--- src/rtl/pwm_pkg.sv ---
// Shared PWM types and constants used by the pulse-path blocks.
package pwm_pkg;

  typedef logic [7:0] pwm_width_t;

  localparam pwm_width_t PWM_NEUTRAL = 8'd127;
  localparam int unsigned PWM_UPDATE_DIV_20MS = 240000;

endpackage

--- src/rtl/pwm_ramp_limiter_if.sv ---
// Command/width bundle between the bus peripheral and the ramp limiter.
interface pwm_ramp_limiter_if;
  import pwm_pkg::*;

  pwm_width_t target;
  logic       target_valid;
  pwm_width_t width;
  logic       update_tick;
  logic       at_target;
  logic       timed_out;

  modport master (
    output target,
    output target_valid,
    input  width,
    input  update_tick,
    input  at_target,
    input  timed_out
  );

  modport slave (
    input  target,
    input  target_valid,
    output width,
    output update_tick,
    output at_target,
    output timed_out
  );

endinterface

--- src/rtl/pwm_tick_prescaler.sv ---
// Free-running divider: counts 0..DIV-1 and flags the last count, so the edge
// that wraps the counter is the tick edge.
module pwm_tick_prescaler
  import pwm_pkg::*;
#(
  parameter int unsigned DIV = PWM_UPDATE_DIV_20MS
) (
  input  logic clk_12MHz,
  input  logic reset,
  output logic tick
);

  localparam int unsigned CntW = (DIV > 1) ? $clog2(DIV) : 1;
  localparam logic [CntW-1:0] LastCnt = CntW'(DIV - 1);

  logic [CntW-1:0] cnt_q, cnt_d;

  always_comb begin
    cnt_d = (cnt_q == LastCnt) ? '0 : cnt_q + CntW'(1);
  end

  always_ff @(posedge clk_12MHz or posedge reset) begin
    if (reset) begin
      cnt_q <= '0;
    end else begin
      cnt_q <= cnt_d;
    end
  end

  assign tick = (cnt_q == LastCnt);

endmodule

--- src/rtl/pwm_ramp_limiter.sv ---
// Slew-rate limiter with optional command watchdog in front of the PWM generator.
// Define PWM_RAMP_WATCHDOG_EN to compile in the watchdog and neutral failsafe.
module pwm_ramp_limiter
  import pwm_pkg::*;
#(
  parameter int unsigned STEP            = 4,
  parameter int unsigned UPDATE_DIV      = PWM_UPDATE_DIV_20MS,
  parameter int unsigned TIMEOUT_UPDATES = 25,
  parameter pwm_width_t  NEUTRAL         = PWM_NEUTRAL
) (
  input  logic              clk_12MHz,
  input  logic              reset,
  pwm_ramp_limiter_if.slave bus
);

  if (STEP == 0 || STEP > 255 || TIMEOUT_UPDATES == 0 || TIMEOUT_UPDATES > 65535)
  begin : g_param_check
    $error("pwm_ramp_limiter: STEP or TIMEOUT_UPDATES out of range");
  end

  localparam logic [8:0] Step9 = 9'(STEP);

  logic       tick;
  pwm_width_t width_q, width_d;
  pwm_width_t target_q, target_d;
  logic       update_tick_q;
  logic       timed_out_q;
  logic [8:0] up_sum, down_floor;

  pwm_tick_prescaler #(
    .DIV(UPDATE_DIV)
  ) u_prescaler (
    .clk_12MHz(clk_12MHz),
    .reset    (reset),
    .tick     (tick)
  );

  // 9-bit compares keep the step from wrapping or overshooting the target.
  always_comb begin
    up_sum     = {1'b0, width_q} + Step9;
    down_floor = {1'b0, target_q} + Step9;
    width_d    = width_q;
    if (tick) begin
      if (width_q < target_q) begin
        width_d = (up_sum >= {1'b0, target_q}) ? target_q : up_sum[7:0];
      end else if (width_q > target_q) begin
        width_d = ({1'b0, width_q} <= down_floor) ? target_q : width_q - Step9[7:0];
      end
    end
  end

`ifdef PWM_RAMP_WATCHDOG_EN
  localparam logic [15:0] Timeout = 16'(TIMEOUT_UPDATES);

  logic [15:0] wd_q, wd_d;
  logic        timed_out_d;

  // A command on the expiring tick wins over the failsafe.
  always_comb begin
    wd_d        = wd_q;
    target_d    = target_q;
    timed_out_d = timed_out_q;
    if (bus.target_valid) begin
      target_d    = bus.target;
      wd_d        = '0;
      timed_out_d = 1'b0;
    end else if (tick && (wd_q < Timeout)) begin
      wd_d = wd_q + 16'd1;
      if (wd_d == Timeout) begin
        timed_out_d = 1'b1;
        target_d    = NEUTRAL;
      end
    end
  end

  always_ff @(posedge clk_12MHz or posedge reset) begin
    if (reset) begin
      wd_q        <= '0;
      timed_out_q <= 1'b0;
    end else begin
      wd_q        <= wd_d;
      timed_out_q <= timed_out_d;
    end
  end
`else
  always_comb begin
    target_d = bus.target_valid ? bus.target : target_q;
  end

  assign timed_out_q = 1'b0;
`endif

  always_ff @(posedge clk_12MHz or posedge reset) begin
    if (reset) begin
      width_q       <= NEUTRAL;
      target_q      <= NEUTRAL;
      update_tick_q <= 1'b0;
    end else begin
      width_q       <= width_d;
      target_q      <= target_d;
      update_tick_q <= tick;
    end
  end

  assign bus.width       = width_q;
  assign bus.update_tick = update_tick_q;
  assign bus.at_target   = (width_q == target_q);
  assign bus.timed_out   = timed_out_q;

endmodule

--- src/flat_wrapper.sv ---
// flat-port wrapper written by rule: the top's interface ports become plain ports
module pwm_ramp_limiter_flat import pwm_pkg::*;
#(
  parameter int unsigned STEP            = 4,
  parameter int unsigned UPDATE_DIV      = PWM_UPDATE_DIV_20MS,
  parameter int unsigned TIMEOUT_UPDATES = 25,
  parameter pwm_width_t  NEUTRAL         = PWM_NEUTRAL
)
  (clk_12MHz, reset, bus_target, bus_target_valid, bus_width, bus_update_tick, bus_at_target, bus_timed_out);
  pwm_ramp_limiter_if bus_i ();
  input  logic clk_12MHz;
  input  logic reset;
  input wire logic [$bits(bus_i.target)-1:0] bus_target;
  input wire logic [$bits(bus_i.target_valid)-1:0] bus_target_valid;
  output wire logic [$bits(bus_i.width)-1:0] bus_width;
  output wire logic [$bits(bus_i.update_tick)-1:0] bus_update_tick;
  output wire logic [$bits(bus_i.at_target)-1:0] bus_at_target;
  output wire logic [$bits(bus_i.timed_out)-1:0] bus_timed_out;
  assign bus_i.target = bus_target;
  assign bus_i.target_valid = bus_target_valid;
  assign bus_width = bus_i.width;
  assign bus_update_tick = bus_i.update_tick;
  assign bus_at_target = bus_i.at_target;
  assign bus_timed_out = bus_i.timed_out;
  pwm_ramp_limiter #(.STEP(STEP), .UPDATE_DIV(UPDATE_DIV), .TIMEOUT_UPDATES(TIMEOUT_UPDATES), .NEUTRAL(NEUTRAL)) u_core (.clk_12MHz(clk_12MHz), .reset(reset), .bus(bus_i));
endmodule
--- config.mk ---
export PLATFORM = sky130hd
export DESIGN_NAME = pwm_ramp_limiter_flat
export DESIGN_NICKNAME = d
export VERILOG_FILES = /design/src/rtl/pwm_pkg.sv /design/src/rtl/pwm_ramp_limiter_if.sv /design/src/rtl/pwm_tick_prescaler.sv /design/src/rtl/pwm_ramp_limiter.sv /design/src/flat_wrapper.sv
export SDC_FILE = /design/constraint.sdc
export NUM_CORES = 1
export LEC_CHECK = 0
export ABC_AREA = 1
export CAP_MARGIN = 0
export CORE_MARGIN = 5
export CORE_UTILIZATION = 50
export DETAILED_ROUTE_END_ITERATION = 12
export GPL_ROUTABILITY_DRIVEN = 0
export PLACE_DENSITY = 0.76
export SLEW_MARGIN = 20
export SYNTH_ARGS = -nofsm -noshare
export SYNTH_HDL_FRONTEND = slang
export SYNTH_HIERARCHICAL = 1
export SYNTH_SLANG_ARGS = --single-unit
export TNS_END_PERCENT = 50
--- constraint.sdc ---
create_clock -name clk_12MHz -period 5.8 [get_ports clk_12MHz]
set_input_delay 1.45 -clock clk_12MHz [delete_from_list [all_inputs] [get_ports clk_12MHz]]
set_output_delay 1.45 -clock clk_12MHz [all_outputs]
set_load 0.05 [all_outputs]
==> results.toml, run 1 <==
[placed_design]
dp_hpwl_mm = 5.191
portBuffers = 20

[critical_path]
crit_chain = "inv_1 -> ha_1 -> nor2_1 -> nand3_1 -> nor3_2 -> clkdlybuf4s50_1"
crit_fanout = 10
worst-setup-path-type = "register to output port"
startpoint = "u_core/bus.width[2]"
critPathTopFamily = "buffers and inverters"
cp.arrival_ns = 2.71
r2r_slack_ns = 3.14
end_kind = "output port"
reg2reg_depth = 16
endpoint = "bus_at_target"
critPathLaunchType = "register"
rr_startpoint = "u_core/bus.width[2]"
slowest_stage = "clkdlybuf4s50_1"
required_ns = 4.35
max_stage_delay_ns = 0.84
path_buf_inv = 2
r2r_end = "u_core/bus.width[4]"
crit_cells = 6

[synthesis]
synth_largest_area_cell = "dfrtp_1"
synthDistinctLibCells = 37
yosysTopAreaCellShare_pct = 18.04
yosys-top-cells-area = "dfrtp_1 (18%), dfstp_2 (13%), nand2_1 (12%), ha_1 (10%), inv_1 (6.4%)"
syn-num-nets = 427
ys_ff_latch = 35
syn-cell-area_mm2 = 0.002913
avgSynthCellArea_um2 = 7.431
yosys_warnings = 6
synth_cells = 392
ys_seq_area_share_pct = 30.67

[cells_and_area]
finalNetCount = 450
fill_cells = 503
synthToLayoutAreaGrowth_pct = 13.83
drive_above_1_share_pct = 19.71
n_antenna_cell = 0

[hold_path]
hold_class = "register to register"

[power]
total_power_w = 0.0005990
leakagePower_nw = 1.682
peakVddDrop_uv = 123.9
power_density_mw_per_mm2 = 180.7

[run]
max-cap-violations = 0

[floorplan]
die_h_um = 86.33
start_util_pct = 52.26
io_pins = 22
dieWidth_um = 86.33
rows = 27
dieArea_mm2 = 0.007452
core_area_mm2 = 0.005574

[route]
num_vias = 2557
finalWirelength_mm = 6.638
drtAntennaViolNets = 0
viasPerCell = 5.240
drc = 0
wl_per_cell_um = 13.60
drt-initial-drc-count = 134
drt_first_pass_iters = 4

[global_route]
gr-total-overflow = 0
track_usage_pct = 19.08
antenna_found_initial = 0
grt_max_degree = 19
grt_first_pass_wirelength_mm = 11.28
grt_pass1_vias = 2449

[cts]
cts_inserted_buffers = 5
clkSinkCount = 35
cts_resized = 0
clock_latency_ns = 0.29
cts_tree = "built"
cts_buffer_depth = 2
cts_setup_buffers = 0
ctsHtreeMaxLevel = 2
hold_buffers = 0
path_clk_slew_ns = 0.08
cts_root_buffer = "clkbuf_8"

[timing]
fmax_mhz = 240.6
finalHoldViolCount = 0
period_needed_ns = 4.157
worst_pin_slew_ns = 0.7327
final_max_slew_viol_count = 0
fin_tns_setup_ns = 0
worst_slew_margin_rel_pct = 51.10
fin_crit_sh_pct = 71.67
rsz0062_at_grt = "no"
finalClockSkew_ns = 0.007668
finalSetupViolCount = 0

[status]
status = "complete, no violations"
## cells by family (layout without fill, tap and decap cells)
family | count (synthesis) | after routing | synth area share (%)
compound gates | 29 | 29 | 5.928
xor+xnor | 18 | 18 | 5.412
fa+ha+maj | 24 | 24 | 10.31
buf+inv | 63 | 87 | 8.677
flops | 35 | 35 | 30.67
other cells | 1 | 1 | 0.1287
simple gates | 222 | 222 | 38.87
## Yosys cell counts (all sizes together)
| cell | instances |
|---|---|
| a21oi | 11 |
| a21o | 1 |
| nor2 | 62 |
| and2 | 1 |
| nand3 | 38 |
| xnor2 | 4 |
| inv | 57 |
| nor3 | 3 |
| buf | 3 |
| o21bai | 1 |
| dfstp | 14 |
| clkinv | 2 |
| conb | 1 |
| nand4 | 7 |
| clkbuf | 1 |
| dfrtp | 21 |
| xor2 | 14 |
| nand2 | 111 |
| o21ai | 16 |
| ha | 24 |
## layer usage
layer	routed length, µm	track usage (%)	vias up	part of all wire [%]
met4	191	7.790	0	2.9
met3	318	3.232	19	4.8
li1	-	-	1278	-
met1	2808	22.90	1173	42
met5	0	0	-	0
met2	3319	33.59	87	50
## sequential cells by signal, summed over array words and instances, names as in the netlist
register                  flops
u_core/bus.update_tick        1
u_core/bus.width              8
u_core/u_prescaler/cnt_q     18
u_core/target_q               8
## layout make-up
cell class / instances / area, µm² / share of cell area (%)
repair buffers: 20 / 200.2 / 6.038
well taps: 72 / 90.09 / 2.717
flip-flops and latches: 35 / 893.4 / 26.94
clock buffers: 5 / 68.82 / 2.075
clock inverters: 3 / 67.56 / 2.038
inverters: 59 / 229.0 / 6.906
multi-input cells: 294 / 1767 / 53.28
## worst register-to-register path: cells and delay by family, from the launching register on
kind / cells / cell delay (ns)
flops: 1 / 0.64
simple gates: 13 / 1.11
xor+xnor: 1 / 0.29
fa+ha+maj: 2 / 0.54
## power breakdown
group          switching, W  leakage [nW]  internal, W
Clock             0.0000967        0.0644     0.000172
Combinational     0.0000483          1.20    0.0000255
Sequential       0.00000429         0.423     0.000253
## how the worst min path moves through the flow
stage	from	end	slack, ns	depth (start not counted)
CTS	u_core/bus.width[0]	u_core/bus.width[0]	0.50	2
detailed placement	u_core/bus.width[0]	u_core/bus.width[0]	0.49	2
floorplan	u_core/u_prescaler/cnt_q[0]	u_core/u_prescaler/cnt_q[0]	0.46	1
finish	u_core/bus.width[1]	u_core/bus.width[1]	0.50	2
global route	u_core/bus.width[1]	u_core/bus.width[1]	0.52	2
global placement	u_core/bus.width[0]	u_core/bus.width[0]	0.48	2
## through the flow
stage	worst slack (ns)	hold WS, ns	cells	area [µm²]	utilization [%]
floorplan	2.209	0.4626	392	2913	-
global placement	1.991	0.4787	480	3179	57.04
detailed placement	1.961	0.4877	480	3179	57.04
CTS	1.638	0.4997	488	3316	59.48
global route	1.531	0.5166	488	3316	59.48
finish	1.643	0.4954	488	3316	59.48
## placed cells by master, fill, tap and decap left out, types with 3 or more instances in the layout
master           count
inv_2                6
nor2_1              40
nor2_2              17
xnor2_1              4
inv_1               50
clkbuf_8             5
nand2_2             12
a21oi_1             10
dfstp_2             14
xor2_1              14
o21ai_2              3
clkdlybuf4s50_1     20
nand4_1              5
o21ai_0             12
nand3_1             35
dfrtp_1             21
nand2_1             91
nand2_4              7
ha_1                24
nor2_4               4
(Power assumes the default switching activity.)
==> inputs of run 2 (changes only) <==
- PLACE_DENSITY: 0.76 -> 0.79
- clock period: 5.8 -> 3.4 ns (I/O delays scaled with it)
==> results.toml, run 2 (synthesis gave the netlist of run 1 again) <==
[critical_path]
startpoint = "u_core/bus.width[2]"
worst-setup-path-type = "register to output port"
critPathLaunchType = "register"
reg2reg_depth = 17
rr_startpoint = "u_core/bus.width[2]"
cp.arrival_ns = 2.08
crit_fanout = 10
end_kind = "output port"
r2r_end = "u_core/bus.width[4]"
r2r_slack_ns = 0.95
required_ns = 2.55

[floorplan]
core_area_mm2 = 0.005574
die_h_um = 86.33
rows = 27
io_pins = 22
dieArea_mm2 = 0.007452
start_util_pct = 52.26
dieWidth_um = 86.33

[status]
status = "complete, no violations"

[global_route]
gr-total-overflow = 0
antenna_found_initial = 0
track_usage_pct = 19.45
grt_pass1_vias = 2583
grt_max_degree = 19
grt_first_pass_wirelength_mm = 11.63

[timing]
fin_ws_ns = 0.4666
period_needed_ns = 2.933
fin_tns_setup_ns = 0
finalHoldViolCount = 0
fmax_mhz = 340.9
fin_crit_sh_pct = 86.28
finalClockSkew_ns = 0.004575
finalSetupViolCount = 0
worst_slew_margin_rel_pct = 55.36
worst_pin_slew_ns = 0.6689
rsz0062_at_grt = "no"
final_max_slew_viol_count = 0

[cells_and_area]
n_antenna_cell = 0
drive_above_1_share_pct = 19.71
final_cell_mix = "nand2_1 (91), inv_1 (50), nor2_1 (40)"
top_register = "u_core/u_prescaler/cnt_q"
finalNetCount = 450
synthToLayoutAreaGrowth_pct = 11.98
final_common_cell = "nand2_1"
largest_reg_flops = 18
final_cells = 488

[route]
wl_per_cell_um = 13.25
drt_first_pass_iters = 4
drt-initial-drc-count = 141
viasPerCell = 5.184
finalWirelength_mm = 6.465
drtAntennaViolNets = 0
drc = 0
num_vias = 2530

[cts]
cts_setup_buffers = 0
clock_latency_ns = 0.29
clkSinkCount = 35
cts_root_buffer = "clkbuf_8"
path_clk_slew_ns = 0.07
cts_buffer_depth = 2
hold_buffers = 0
ctsHtreeMaxLevel = 2
cts_tree = "built"
cts_inserted_buffers = 5
cts_resized = 0

[hold_path]
hold-path-cell-count = 2
hold_class = "register to register"
hold_end = "u_core/bus.width[0]"
min_from = "u_core/bus.width[0]"

[placed_design]
placed_cells = 480
dp_hpwl_mm = 5.068
place_ws_ns = 0.7834
portBuffers = 20

[power]
power_density_mw_per_mm2 = 262.4
peakVddDrop_uv = 245.0
leakagePower_nw = 1.661

[run]
max-cap-violations = 0
==> run 2: changes by cell type in the layout (fill, tap and decap cells not counted) <==
cell | before | now
clkbuf_1 | 0 | 1
clkdlybuf4s50_1 | 20 | 19
buf_4 | 0 | 1
clkinv_2 | 0 | 1
bufinv_16 | 2 | 0
==> run 2: report_power, final <==
part	internal (W)	switching, W	total, W
Sequential	0.000431	0.00000795	0.000439
Combinational	0.0000437	0.0000830	0.000127
Clock	0.000143	0.000147	0.000290
Total	0.000618	0.000238	0.000856
==> run 2: routing by layer <==
layer / track usage [%] / share of wire (%) / up-vias
met5: 0 / 0 / -
met4: 8.499 / 2.5 / 0
met3: 3.612 / 4.9 / 14
met2: 33.17 / 50 / 58
met1: 23.83 / 43 / 1182
li1: - / - / 1276
==> run 2: critical path: stages, from the launching register on <==
cell and delay (ns):
dfstp_2 0.64, inv_1 0.13, ha_1 0.36, nor2_1 0.16, nand3_1 0.10, nor3_2 0.18
buf_4 0.24
==> run 2: through the flow <==
stage	cell area, µm²	total power, W	hold WS (ns)	utilization, %
floorplan	2913	0.0005334	0.4626	-
global placement	3177	0.0005684	0.4800	56.99
detailed placement	3177	0.0005730	0.4835	56.99
CTS	3262	0.0008709	0.4946	58.52
global route	3262	0.0009061	0.5146	58.52
finish	3262	0.0008558	0.4941	58.52
==> run 2: how the worst max path moves through the flow <==
stage	endpoint	cells after the start	slack, ns
detailed placement	bus_at_target	6	0.78
floorplan	bus_at_target	5	0.41
CTS	bus_at_target	6	0.46
global route	bus_at_target	6	0.29
finish	bus_at_target	6	0.47
global placement	bus_at_target	6	0.85
==> run 2: layout make-up <==
class	count	area, µm²
flip-flops and latches	35	893.4
inverters	59	229.0
clock buffers	6	72.57
multi-input cells	294	1767
fillers	510	2312
repair buffers	20	197.7
well taps	72	90.09
clock inverters	2	12.51
